### src/rtl/bitpacker_pkg.sv
// bitpacker_pkg: shared widths, scheduler state and MCU interleave maps
package bitpacker_pkg;
  localparam int WORD_W = 32;
  localparam int WIDTH_W = 6;
  typedef enum logic [1:0] {RUN, PAD, DONE} sched_state_t;
  localparam logic [11:0] SEQ_MAP_420 = {2'd2, 2'd1, 2'd0, 2'd0, 2'd0, 2'd0};
  localparam logic [5:0] SEQ_MAP_444 = {2'd2, 2'd1, 2'd0};
endpackage

### src/rtl/bitpacker_pad_gen.sv
// bitpacker_pad_gen: maps the stream bit offset to the 1-bit padding beat that reaches a byte boundary
module bitpacker_pad_gen
  import bitpacker_pkg::*;
(
  input  logic [2:0]         bit_mod8,
  output logic [WIDTH_W-1:0] pad_width,
  output logic [WORD_W-1:0]  pad_data
);
  logic [2:0] pad;
  logic [7:0] ones;
  assign pad = 3'd0 - bit_mod8;
  assign ones = 8'hFF >> (4'd8 - {1'b0, pad});
  assign pad_width = WIDTH_W'(pad);
  assign pad_data = WORD_W'(ones);
endmodule

### src/rtl/bitpacker_scheduler.sv
// bitpacker_scheduler: grants the shared bitpacker to Y/Cb/Cr encoder lanes in MCU order and byte-pads at frame end
// Optional: define BITPACKER_SCHED_FRAME_BITS_EN to add the frame_bits output (total bits of the last frame, padding included).
module bitpacker_scheduler
  import bitpacker_pkg::*;
#(
  parameter int NUM_REQ = 3,
  parameter int SEQ_LEN = 6,
  parameter logic [2*SEQ_LEN-1:0] SEQ_MAP = SEQ_MAP_420
) (
  input  logic                       clock,
  input  logic                       nreset,
  input  logic [NUM_REQ-1:0]         req_valid,
  input  logic [NUM_REQ*WORD_W-1:0]  req_data,
  input  logic [NUM_REQ*WIDTH_W-1:0] req_width,
  input  logic [NUM_REQ-1:0]         req_last,
  output logic [NUM_REQ-1:0]         req_ready,
  input  logic                       frame_end,
  output logic                       bp_data_in_valid,
  output logic [WORD_W-1:0]          bp_data_in,
  output logic [WIDTH_W-1:0]         bp_input_width,
  output logic                       flush_done,
  output logic [15:0]                mcu_count,
`ifdef BITPACKER_SCHED_FRAME_BITS_EN
  output logic [31:0]                frame_bits,
`endif
  output logic                       protocol_err
);
  localparam int SLOT_W = SEQ_LEN > 1 ? $clog2(SEQ_LEN) : 1;
  sched_state_t state, state_nx;
  logic [SLOT_W-1:0] slot, slot_nx;
  logic in_block, blk_nx, flush_pending;
  logic [2:0] bit_mod8;
  logic [1:0] sel;
  logic [WORD_W-1:0] data_a [NUM_REQ];
  logic [WIDTH_W-1:0] width_a [NUM_REQ];
  logic [WORD_W-1:0] pad_data;
  logic [WIDTH_W-1:0] pad_w, width_s, width_c, add_w;
  logic xfer, last_s, beat, pad_beat, slot_end, mcu_end;
  assign sel = SEQ_MAP[{slot, 1'b0} +: 2];
  // Unpack the flat lane buses so the granted lane can be indexed directly.
  always_comb begin
    for (int i = 0; i < NUM_REQ; i++) begin
      data_a[i] = req_data[i*WORD_W +: WORD_W];
      width_a[i] = req_width[i*WIDTH_W +: WIDTH_W];
    end
  end
  assign width_s = width_a[sel];
  assign last_s = req_last[sel];
  assign xfer = state == RUN && req_valid[sel];
  assign width_c = width_s > 6'd32 ? 6'd32 : width_s;
  assign beat = xfer && width_s != '0;
  assign pad_beat = state == PAD && pad_w != '0;
  assign add_w = beat ? width_c : pad_beat ? pad_w : '0;
  assign slot_end = xfer && last_s;
  assign mcu_end = slot_end && slot == SLOT_W'(SEQ_LEN - 1);
  assign slot_nx = slot_end ? (mcu_end ? '0 : slot + 1'b1) : slot;
  assign blk_nx = xfer ? !last_s : in_block;
  bitpacker_pad_gen u_pad_gen (
    .bit_mod8  (bit_mod8),
    .pad_width (pad_w),
    .pad_data  (pad_data)
  );
  // State register.
  always_ff @(posedge clock or negedge nreset)
    if (!nreset) state <= RUN;
    else state <= state_nx;
  // Flush is taken once the post-transfer position is an MCU boundary, so a pulse coinciding with the MCU-closing beat still counts.
  always_comb begin
    state_nx = state;
    case (state)
      RUN:     state_nx = (flush_pending || frame_end) && slot_nx == '0 && !blk_nx ? PAD : RUN;
      PAD:     state_nx = DONE;
      default: state_nx = RUN;
    endcase
  end
  // Grant follows the slot map only while running; held low during reset.
  always_comb begin
    req_ready = '0;
    for (int i = 0; i < NUM_REQ; i++) req_ready[i] = nreset && state == RUN && sel == 2'(i);
  end
  // Slot tracking, counters and the registered bitpacker beat.
  always_ff @(posedge clock or negedge nreset)
    if (!nreset) begin
      slot <= '0;
      in_block <= 1'b0;
      flush_pending <= 1'b0;
      mcu_count <= '0;
      protocol_err <= 1'b0;
      bit_mod8 <= '0;
      bp_data_in_valid <= 1'b0;
      bp_data_in <= '0;
      bp_input_width <= '0;
      flush_done <= 1'b0;
    end else begin
      slot <= slot_nx;
      in_block <= blk_nx;
      flush_pending <= state == DONE ? 1'b0 : flush_pending | frame_end;
      mcu_count <= state == DONE ? '0 : mcu_count + 16'(mcu_end);
      protocol_err <= protocol_err | (xfer && width_s > 6'd32);
      bit_mod8 <= state == DONE ? '0 : bit_mod8 + add_w[2:0];
      bp_data_in_valid <= beat | pad_beat;
      if (beat | pad_beat) begin
        bp_data_in <= beat ? data_a[sel] : pad_data;
        bp_input_width <= add_w;
      end
      flush_done <= state == DONE;
    end
`ifdef BITPACKER_SCHED_FRAME_BITS_EN
  logic [31:0] bits_cnt;
  logic [32:0] bits_sum;
  assign bits_sum = {1'b0, bits_cnt} + 33'(add_w);
  // Saturating frame bit count, snapshotted into frame_bits and cleared on DONE.
  always_ff @(posedge clock or negedge nreset)
    if (!nreset) begin
      bits_cnt <= '0;
      frame_bits <= '0;
    end else if (state == DONE) begin
      frame_bits <= bits_cnt;
      bits_cnt <= '0;
    end else bits_cnt <= bits_sum[32] ? '1 : bits_sum[31:0];
`endif
endmodule

### config.mk
export PLATFORM = sky130hd
export DESIGN_NAME = bitpacker_scheduler
export DESIGN_NICKNAME = d
export VERILOG_FILES = /design/src/rtl/bitpacker_pkg.sv /design/src/rtl/bitpacker_pad_gen.sv /design/src/rtl/bitpacker_scheduler.sv
export SDC_FILE = /design/constraint.sdc
export NUM_CORES = 1
export LEC_CHECK = 0
export CELL_PAD_IN_SITES_DETAIL_PLACEMENT = 0
export CELL_PAD_IN_SITES_GLOBAL_PLACEMENT = 1
export CORE_MARGIN = 10
export CORE_UTILIZATION = 31
export CTS_CLUSTER_SIZE = 8
export DETAILED_ROUTE_END_ITERATION = 6
export GPL_ROUTABILITY_DRIVEN = 0
export PLACE_DENSITY = 0.79
export SYNTH_ARGS = -nofsm -noshare
export SYNTH_HDL_FRONTEND = slang
export SYNTH_SLANG_ARGS = --single-unit
### constraint.sdc
create_clock -name clock -period 3.3 [get_ports clock]
set_input_delay 0.66 -clock clock [delete_from_list [all_inputs] [get_ports clock]]
set_output_delay 0.66 -clock clock [all_outputs]
set_load 0.02 [all_outputs]
# Word-level counts from Yosys, hierarchy flattened
# Cells that the tools add are included.
# totals
reg_bits	67
elab_cells	72
# op_classes
add_sub_neg	5
magnitude_cmp	3
n_eq_ne	5
n_shift	2
muxes	22
n_bitwise	4
n_reduce_logical	20
# ops
cell	n
$mux W32	3
$bmux W32 S2	1
$mux W6	4
$add A16 B1 Y16	1
$mux W16	1
$bmux W6 S2	1
$logic_and A1 B1 Y1	12
$mux W3	4
$reduce_bool A6 Y1	2
$shiftx A12 B5 Y2 const A	1
$shr A8 B4 Y8 const A	1
$gt A6 B6 Y1 const B	1
$mux W1	5
$bmux W1 S2	2
$eq A2 B1 Y1 const B	2
$eq A2 B2 Y1 const B	2
$logic_not A2 Y1	2
$pmux W2 S2	1
$sub A4 B3 Y4 const A	1
$add A3 B1 Y3 const B	1
$add A3 B3 Y3	1
$eq A3 B3 Y1 const B	1
$ge A3 B3 Y1 const B	1
$logic_not A3 Y1	1
other kinds (6)	9

# Depth between registers and ports, before layout
# Gate-level depths: netlist of run 1.
# logic_depth
ltp_word	13
ltp_mapped	16
depth_no_buf	13

# Hierarchy
# Synthesis of run 1 repeated with hierarchy kept, for this count alone.
# hier_totals
cells_unflattened	643
area_unflattened_um2	5430.2
# modules_own_cells
mod	instances	cells_per_inst	area_per_inst_um2
bitpacker_scheduler	1	584	5019.8
bitpacker_pad_gen	1	59	410.4

# Worst setup path before layout of run 1
# OpenSTA, ideal clock, no wires.
# synth_timing
path_type	register to register
start	register slot[0]
end	register bit_mod8[2]
setup_time_ns	0.132
arrival_ns	2.868
setup_slack_ns	0.300
path_stages_with_launch	16
synth_period_minus_slack_ns	3.000
path_cell_list	dfrtp_1 -> ha_1 -> buf_6 -> and3b_1 -> buf_2 -> buf_4 -> a22o_2 -> or2_1 -> nand2_1 -> o41ai_1 -> ha_1 -> inv_1 -> fa_1 -> xnor2_1 -> xnor2_1 -> nor2_1
# synth_between
elab_chain_len	10
elab_cells_between_ends	15
classes_between	1 x add/sub; 1 x order compare; 1 x shift; 8 x mux; 1 x bitwise; 3 x reduce/logical
# synth_rtl
item	line	text
start: declaration	bitpacker_scheduler.sv:30	logic [SLOT_W-1:0] slot, slot_nx;
start signal: assignment	bitpacker_scheduler.sv:95	slot <= slot_nx;
$shiftx A12 B5 Y2 (*)	bitpacker_scheduler.sv:39	assign sel = SEQ_MAP[{slot, 1'b0} +: 2];
$not A2 Y3 (implied by the code)	bitpacker_scheduler.sv:47	assign width_s = width_a[sel];
$bmux W6 S2	bitpacker_scheduler.sv:47	
$mux W6 (implied by the code) (2 in a row)	bitpacker_scheduler.sv:47	
$gt A6 B6 Y1 / $reduce_bool A6 Y1 (equally long branches)	bitpacker_scheduler.sv:50, bitpacker_scheduler.sv:51	
$mux W6 / $logic_and A1 B1 Y1 (equally long branches)	bitpacker_scheduler.sv:50, bitpacker_scheduler.sv:51	
$mux W6 (*)	bitpacker_scheduler.sv:53	assign add_w = beat ? width_c : pad_beat ? pad_w : '0;
via add_w[0]	bitpacker_scheduler.sv:37	logic [WIDTH_W-1:0] pad_w, width_s, width_c, add_w;
$add A3 B3 Y3 (*)	bitpacker_scheduler.sv:100	bit_mod8 <= state == DONE ? '0 : bit_mod8 + add_w[2:0];
$mux W3 (*)	bitpacker_scheduler.sv:100	
end signal: assignment	bitpacker_scheduler.sv:100	
end: declaration	bitpacker_scheduler.sv:32	logic [2:0] bit_mod8;
# The timed path passes the listed nets; every way through them passes the cells marked *. The select of a mux whose other input is x is not followed.
# A chain may end at the register's enable or synchronous reset.

# Worst setup path after layout of run 1
# layout_timing
start	register slot[0]
end	output req_ready[1]
# layout_between
elab_chain_len	3
# layout_rtl
item	line	text
$shiftx A12 B5 Y2	bitpacker_scheduler.sv:39	
$eq A2 B1 Y1	bitpacker_scheduler.sv:79	for (int i = 0; i < NUM_REQ; i++) req_ready[i] = nreset && state == RUN && sel == 2'(i);
$logic_and A1 B1 Y1	bitpacker_scheduler.sv:79	
end: declaration	bitpacker_scheduler.sv:16	output logic [NUM_REQ-1:0] req_ready,
# No other way between the ends.

==> results of run 1 <==
[cells in the mapped netlist, types with 2 or more instances]
master     number  share of area
a21o_1          2         0.0036
nand3b_1        2         0.0036
or3_1           3         0.0046
buf_1           4         0.0036
o21ai_0         4         0.0049
buf_12          3          0.015
mux2i_1        32          0.078
nor2b_1         6         0.0091
a22o_2          2         0.0049
nand2_1        39          0.036
buf_6           2         0.0055
a22o_1          2         0.0043
and3_1          4         0.0061
o21ai_1         2         0.0024
mux2_1          3         0.0082
ha_1           12          0.036
inv_2           3         0.0027
and4_1          2         0.0043
a221oi_1       34          0.072
dfrtp_1        67           0.41
o2bb2ai_1       2         0.0043
nand4_1         2         0.0030
xnor2_1         6          0.013
o41ai_1         2         0.0043
nor2_1         54          0.049
clkbuf_1       20          0.018
inv_1          12          0.011
xor2_1          8          0.017
a21oi_1        10          0.012
buf_2           3         0.0036
a32o_1          4         0.0097
nor3_1          5         0.0061
nor4_1          2         0.0030
a22oi_1        35          0.064
nand3_1         9          0.011
nand2b_1        2         0.0030
[worst max-delay path by stage]
stage                            startpoint               endpoint  slack, ps
after floorplan           slot[0]$_DFF_PN0_  bit_mod8[2]$_DFF_PN0_        300
after global placement         req_width[5]  bit_mod8[2]$_DFF_PN0_        140
after detailed placement       req_width[5]  bit_mod8[2]$_DFF_PN0_         70
after CTS                 slot[0]$_DFF_PN0_           req_ready[1]        100
after global routing      slot[1]$_DFF_PN0_           req_ready[1]          6
final                     slot[0]$_DFF_PN0_           req_ready[1]        110
[registers in the layout, summed over array words and instances, names as in the netlist]
signal and flops:
bp_data_in 32, mcu_count 16, bp_input_width 6, bit_mod8 3
slot 3, state 2, bp_data_in_valid 1, flush_done 1
flush_pending 1, in_block 1, protocol_err 1
[stage by stage]
stage               area, um^2   util
floorplan                 4110      -
global placement          6110  0.465
detailed placement        6110  0.465
CTS                       6440  0.490
global route              6470  0.492
finish                    6470  0.492
[timing repair]
action / CTS / global route
resized for setup: 0 / 2
setup buffers: 0 / 2
endpoints found under the setup margin: 0 / 13
[layout make-up]
type	count	share of cell area
Timing Repair Buffer	205	0.308
Inverter	15	0.00870
Multi-Input combinational cell	313	0.339
Clock inverter	4	0.0112
Sequential cell	67	0.259
Tap cell	176	0.0340
Clock buffer	12	0.0396
[power breakdown]
group	internal (uW)	switching, uW	total, uW
Combinational	1470	1790	3270
Sequential	1140	186	1330
Clock	701	347	1050
[per-layer routing]
layer	GRT usage	wire, um
met5	0	0
met4	0.0550	308
met3	0.0542	1150
met2	0.270	7500
met1	0.198	6270
[cell families (layout without fill, tap and decap cells)]
group / count (synthesis) / after routing / share of synthesized area
DFF: 67 / 67 / 0.408
muxes: 35 / 35 / 0.0861
xor gates and xnor gates: 14 / 14 / 0.0298
AOI/OAI and AO/OA: 116 / 116 / 0.226
buffers and inverters: 48 / 236 / 0.0611
and+or+nand+nor: 135 / 135 / 0.148
adders and majority gates: 13 / 13 / 0.0414
==> metrics.md, run 1 <==
| Metric | Value |
|---|---|
| Outcome | `finished, final reports clean` |
| Pwr per Cell Area | `872 nW/um^2` |
| Max VDD drop | `0.315 mV` |
| Synth Instances | `428` |
| Post-synthesis sequential area ratio | `0.408` |
| Number of synthesized register bits | `67` |
| Multi-input logic area | `2190 um^2` |
| # fillers | `1254` |
| Vias/cell | `5.21` |
| Clock latency on the worst-skew pair | `330 ps` |
| Root Driver | `clkbuf_16` |
| Number of synthesized flops with an enable pin | `0` |
| Crit. End Element | `output pin` |
| Post-synth ARST share | `1.00` |
| # clock sinks | `67` |
| Kind of critical path | `flip-flop to output pin` |
| Wire length per cell | `19.2 um` |
| Setup slack after layout | `113 ps` |
| Placed cells | `774` |
| Commonest non-fill, non-tap cells in the layout | `181 x clkdlybuf4s50_1, 67 x dfrtp_1, 54 x nor2_1` |
| Total gr overflow | `0` |
| Hold path startpoint | `protocol_err$_DFF_PN0_` |
| Nets | `747` |
| Dpl ws | `71.8 ps` |
| Die H | `135 um` |
| Max Fanout on Critical Path | `14` |
| CP startpoint kind | `flip-flop` |
| Via count | `4128` |
| Final setup viols | `0` |
| Final ANT Viol Nets | `0` |
| Hold_buf cts | `0` |
| Fmax | `0.314 GHz` |
| Fin. max-slew vios | `0` |
| Post-route DRC violation count | `0` |
| Hold Path Class | `flip-flop to flip-flop` |
| Row cnt | `42` |
| Final Total Pwr | `5640 uW` |
| Mapped Nets | `564` |
| Buffers on Ports | `182` |
| Worst EP arrival | `2530 ps` |
| Slew Limit Headroom | `0.417` |
| Leak pwr | `0.00281 uW` |
| Vias in the first global route | `4418` |
| RSZ-0062 raised after global routing | `no` |
| CTS Buf Count | `9` |
| Reg2reg setup slack | `250 ps` |
| Count of different cell masters after synthesis | `60` |
| Layout Cells excl Fill | `792` |
| Clock transition at path regs | `50 ps` |
| Crit path required time | `2640 ps` |
| Most common cell after layout, fill and taps aside | `clkdlybuf4s50_1` |
| Top FF cell, synth | `dfrtp_1` |
| Hold WS | `477 ps` |
| Worst r2r src | `slot[0]$_DFF_PN0_` |
| CP cell instances | `ha_1 > and3b_2 > buf_4 > and3_1 > clkdlybuf4s50_1` |
| Reg2reg path depth | `9` |
| Avg Inst Size Synth | `9.61 um^2` |
| N_diodes | `0` |
| Reg2Reg Capture Point | `bp_data_in[25]$_DFFE_PN0P_` |
| Clk_skew | `6.22 ps` |
| Die W | `135 um` |
| Setup TNS | `0 ps` |
| Area grow syn2layout | `57.3%` |
| Die Area | `18300 um^2` |
| CTS tree | `yes` |
| Mapped cell area | `4110 um^2` |
| CORE AREA | `13100 um^2` |
| Period utilization | `0.966` |
| Slowest cell on the critical path | `clkdlybuf4s50_1` |
| Crit path largest cell delay | `620 ps` |
| Largest net degree at the start of global routing | `68` |
| DP Wirelength | `11.8 mm` |
| Hold depth | `1` |
| Worst path depth | `5` |
| Global Route Usage Sum | `0.164` |
| First-pass GRT wire length | `23.8 mm` |
| Crit-path leading delay family | `buffers and inverters` |
| Drt first pass iters | `5` |
| Final WL | `15.2 mm` |
| Antenna violations before repair | `0` |
| Htree depth | `3` |
| Initial Util | `0.313` |
| Buffers and inverters on the worst path | `2` |
| Clk buf depth | `2` |
| Tmin final | `3190 ps` |
| Least-Margin Pin Slew | `874 ps` |
| Ports | `183` |
| Synth warn | `0` |
| Iteration-0 DRC Markers | `298` |
| Hold Crit Endpoint | `protocol_err$_DFF_PN0_` |
| Layout cell share with drive strength beyond 1 | `0.0844` |
| Max_cap viols | `0` |
| Final Hold Vio Count | `0` |
| FF+latch area | `1680 um^2` |
No activity file was read; power rests on OpenSTA's default activity.
==> run 2, diff against run 1 <==
--- a/config.mk
+++ b/config.mk
@@ -7,9 +7,9 @@
 export LEC_CHECK = 0
 export CELL_PAD_IN_SITES_DETAIL_PLACEMENT = 0
 export CELL_PAD_IN_SITES_GLOBAL_PLACEMENT = 1
+export CORE_ASPECT_RATIO = 0.7
 export CORE_MARGIN = 10
 export CORE_UTILIZATION = 31
-export CTS_CLUSTER_SIZE = 8
 export DETAILED_ROUTE_END_ITERATION = 6
 export GPL_ROUTABILITY_DRIVEN = 0
 export PLACE_DENSITY = 0.79
==> metrics.md, run 2 (synthesis gave the netlist of run 1 again) <==
| Metric | Value |
|---|---|
| RSZ-0062 raised after global routing | `no` |
| CTS tree | `yes` |
| Global Route Usage Sum | `0.161 (-0.00341)` |
| Iteration-0 DRC Markers | `337 (+13%)` |
| Drt first pass iters | `5 (unchanged)` |
| Max VDD drop | `0.441 mV (+40%)` |
| Post-route DRC violation count | `0 (unchanged)` |
| Most common cell after layout, fill and taps aside | `clkdlybuf4s50_1` |
| Final Total Pwr | `5560 uW (-1.5%)` |
| Max_cap viols | `0 (unchanged)` |
| CORE AREA | `13100 um^2 (-0.33%)` |
| Hold Path Class | `flip-flop to flip-flop` |
| Reg2reg setup slack | `220 ps (-30 ps)` |
| Pwr per Cell Area | `868 nW/um^2 (-0.51%)` |
| Area grow syn2layout | `55.7%` |
| Fmax | `0.313 GHz (-0.18%)` |
| Layout cell share with drive strength beyond 1 | `0.0798 (-0.00461)` |
| N_diodes | `0 (unchanged)` |
| Ports | `183 (unchanged)` |
| Root Driver | `clkbuf_16` |
| Die H | `116 um (-14%)` |
| DP Wirelength | `12.0 mm (+1.9%)` |
| First-pass GRT wire length | `23.2 mm (-2.6%)` |
| Total gr overflow | `0 (unchanged)` |
| Vias in the first global route | `4064 (-8.0%)` |
| Leak pwr | `0.00279 uW (-0.65%)` |
| Final setup viols | `0 (unchanged)` |
| CTS Buf Count | `9 (unchanged)` |
| Clock transition at path regs | `50 ps (about the same)` |
| Buffers on Ports | `182 (unchanged)` |
| Kind of critical path | `flip-flop to output pin` |
| Die Area | `18400 um^2 (+0.40%)` |
| Htree depth | `3 (unchanged)` |
| # clock sinks | `67 (unchanged)` |
| Via count | `4131 (+0.073%)` |
| Final Hold Vio Count | `0 (unchanged)` |
| Hold WS | `480 ps (+2.92 ps)` |
| Wire length per cell | `19.9 um (+3.4%)` |
| Final ANT Viol Nets | `0 (unchanged)` |
| Worst EP arrival | `2530 ps (about the same)` |
| Max Fanout on Critical Path | `28 (+14)` |
| Row cnt | `35 (-17%)` |
| Post-cts resize count | `0 (unchanged)` |
| Fin. max-slew vios | `0 (unchanged)` |
| Commonest non-fill, non-tap cells in the layout | `181 x clkdlybuf4s50_1, 67 x dfrtp_1, 54 x nor2_1` |
| Max reg flops | `32 (unchanged)` |
| Clock latency on the worst-skew pair | `330 ps (about the same)` |
| Largest net degree at the start of global routing | `68 (unchanged)` |
| Final WL | `15.5 mm (+1.8%)` |
| Hold_buf cts | `0 (unchanged)` |
| Clk buf depth | `2 (unchanged)` |
| Vias/cell | `5.30 (+1.6%)` |
| Tmin final | `3190 ps (+5.75 ps)` |
| Crit path required time | `2640 ps (about the same)` |
| Nets | `747 (unchanged)` |
| # fillers | `1211 (-3.4%)` |
| CP startpoint kind | `flip-flop` |
| Setup TNS | `0 ps (unchanged)` |
| Top flop regs | `bp_data_in (32), mcu_count (16), bp_input_width (6)` |
| Initial Util | `0.314 (+0.00105)` |
| Outcome | `finished, final reports clean` |
| Least-Margin Pin Slew | `885 ps (+10.7 ps)` |
| Antenna violations before repair | `0 (unchanged)` |
| Die W | `158 um (+17%)` |
| Biggest register | `bp_data_in` |
| Slew Limit Headroom | `0.410 (-0.00714)` |
| Period utilization | `0.967 (+0.00174)` |
| Crit. End Element | `output pin` |
| Clk_skew | `7.70 ps (+1.48 ps)` |
| # Post-CTS Setup Buffers | `0 (unchanged)` |
-- run 2: changes by cell type in the layout (fill, tap and decap cells not counted), sizes merged --
cell	previous run	this run
bufinv	2	1
clkinvlp	1	0
clkinv	1	2
clkbuf	12	11
-- run 2: cell type report --
class                      instances  area [um^2]  area share
tap                              166          208      0.0324
timing repair buffer             205         1990       0.311
clock buffer                      11          243      0.0379
multi-input combinational        313         2190       0.342
clock inverter                     3         40.0     0.00625
inverter                          15         56.3     0.00879
sequential                        67         1680       0.262
-- run 2: metal layers --
| metal | share of wire | vias to the layer above | track usage |
|---|---|---|---|
| li1 | - | 1955 | - |
| met1 | 0.44 | 2000 | 0.212 |
| met2 | 0.46 | 159 | 0.244 |
| met3 | 0.088 | 17 | 0.0570 |
| met4 | 0.013 | 0 | 0.0441 |
| met5 | 0 | - | 0 |
-- run 2: per-stage QoR --
| step | instance area (um^2) | instances | util | worst slack (ps) |
|---|---|---|---|---|
| final | 6410 | 780 | 0.489 | 108 |
| after global routing | 6410 | 780 | 0.489 | 20.7 |
| after CTS | 6400 | 780 | 0.489 | 102 |
| after detailed placement | 6120 | 766 | 0.467 | 49.4 |
| after global placement | 6120 | 766 | 0.467 | 184 |
| after floorplan | 4110 | 428 | - | 300 |
-- run 2: path summary, 6_finish.rpt --
check / startpoint / end / depth (start not counted)
worst min-delay path: bp_input_width[1]$_DFFE_PN0P_ / bp_input_width[1]$_DFFE_PN0P_ / 1
worst max-delay path: slot[0]$_DFF_PN0_ / req_ready[0] / 5
worst min register to register: bp_input_width[1]$_DFFE_PN0P_ / bp_input_width[1]$_DFFE_PN0P_ / 1
min in group asynchronous: nreset / mcu_count[4]$_DFF_PN0_ / 2
max in group asynchronous: nreset / bp_data_in[11]$_DFFE_PN0P_ / 2
worst max register to register: slot[1]$_DFF_PN0_ / bp_data_in[26]$_DFFE_PN0P_ / 9
-- run 2: power by group --
part / internal (uW) / switching (uW) / leakage (uW) / total, uW
registers: 1140 / 183 / 0.000831 / 1320
logic: 1480 / 1830 / 0.00182 / 3300
clock network: 594 / 340 / 0.000141 / 934
-- run 2: critical path: stages, from the launching register on --
cell and delay, ps:
dfrtp_1 430, ha_1 320, and2_4 250, buf_4 250, a211oi_1 260, clkdlybuf4s50_1 670
==> edit, RTL diff (flow settings as in run 1) <==
`WIDTH_W`: 6 -> 8.
--- a/src/rtl/bitpacker_pkg.sv
+++ b/src/rtl/bitpacker_pkg.sv
@@ -1,7 +1,7 @@
 // bitpacker_pkg: shared widths, scheduler state and MCU interleave maps
 package bitpacker_pkg;
   localparam int WORD_W = 32;
-  localparam int WIDTH_W = 6;
+  localparam int WIDTH_W = 8;
   typedef enum logic [1:0] {RUN, PAD, DONE} sched_state_t;
   localparam logic [11:0] SEQ_MAP_420 = {2'd2, 2'd1, 2'd0, 2'd0, 2'd0, 2'd0};
   localparam logic [5:0] SEQ_MAP_444 = {2'd2, 2'd1, 2'd0};
Ports: changed (resized bp_input_width and req_width); port bits go from 183 to 191. The function was not compared with the original's and may differ.
==> edit against run 1 <==
- setup slack gained 0.10 ns
- wire length grew 4.0%
- total power grew 4.9%
- largest cell class unchanged
- final area grew 4.4%
- global-route usage shrank 0.13 points
- sequential share of layout area shrank 0.34 points
- synthesized area grew 3.0%
- sequential cell count grew 2
==> edit: results (changes against run 1) <==
Floorplanning
  – Die outline area: 18700 µm² (+2.5%)

Pwr
  – Net Sw Frac: 41.7% (+0.46 points)

Global routing
  – Maximum number of pins on one net before global-route repair: 67 (-1.5%)
  – First-pass GRT wire length: 24600 µm (+3.1%)
  – GRT met3 Usage: 5.10% (-0.32 points)
  – Global Route Usage Sum: 16.3% (-0.13 points)

Placed design
  – Estimated wirelength of the detail-placed design: 12200 µm (+3.4%)
  – Number of buffer cells added on primary ports: 190 (+4.4%)
  – Placement-stage worst setup slack: -0.0442 ns (-0.116 ns)
  – Number of placed cells counting well taps: 803 (+3.7%)

Cells and area
  – NonClk Buf Share: 31.4% (+0.58 points)
  – Antenna Diode Count: 1 (+1)
  – Buffers excl. clock: 216 (+5.4%)
  – Leading registers by flop count: bp_data_in: 32 flops, mcu_count: 16 flops, bp_input_width: 8 flops
  – Register Area: 1730 µm² (+3.1%)
  – Area of the multi-input gates: 2300 µm² (+4.9%)

Worst hold path
  – Type of the worst min-delay path: in -> async

Yosys
  – Mapped Cells: 452 (+5.6%)
  – Area contributors post-synth: sky130_fd_sc_hd__dfrtp_1 41%, sky130_fd_sc_hd__mux2i_1 7.8%, sky130_fd_sc_hd__a22oi_1 5.1%
  – Syn Nets: 593 (+5.1%)
  – Sequential area share after synthesis: 40.8% (about the same)
  – Commonest cells in the synthesized netlist: 69 x sky130_fd_sc_hd__dfrtp_1, 50 x sky130_fd_sc_hd__nand2_1, 50 x sky130_fd_sc_hd__nor2_1

STA
  – Highest Clock Rate: 324 MHz (+3.3%)
  – Least-Margin Pin Slew: 0.863 ns (-0.0107 ns)

Routing
  – Initial drt markers: 231 (-22%)
  – Routed vias: 4176 (+1.2%)
  – Total length of routed met3 wires: 1340 µm (+16%)
  – Wire per inst: 19.2 µm (-0.13%)

Critical path
  – Cell with the biggest individual delay on the critical path: sky130_fd_sc_hd__dfrtp_2
  – Slowest cell delay on critical path: 0.43 ns (-0.19 ns)
  – Sort of element at the end of the critical path: register
  – Worst Reg2Reg Path Length in Cells: 16 (+7)

CTS
  – # clock sinks: 69 (+3.0%)

Run status
  – Result of the run: finished, final reports clean
==> edit: cell count changes after synthesis, sizes merged, moves of 4 or more <==
cell | run 1 | this run
and4b | 0 | 16
nor2 | 54 | 50
a21oi | 10 | 40
a32o | 4 | 0
a22oi | 35 | 29
a211oi | 1 | 6
nand2 | 39 | 50
a221oi | 35 | 4
==> edit: what timing repair did <==
action | 4_1_cts | 5_1_grt
buffers inserted | 0 | 5
endpoints found under the setup margin | 0 | 25
gates resized for setup | 0 | 10
==> edit: cells by family after synthesis <==
group / synth area share (%)
flip-flops: 40.8
adder cells (fa/ha/maj): 3.72
multiplexers: 8.06
AO/OA/AOI/OAI: 18.7
buffers and inverters: 6.08
AND/OR/NAND/NOR: 20.0
XOR/XNOR: 2.69
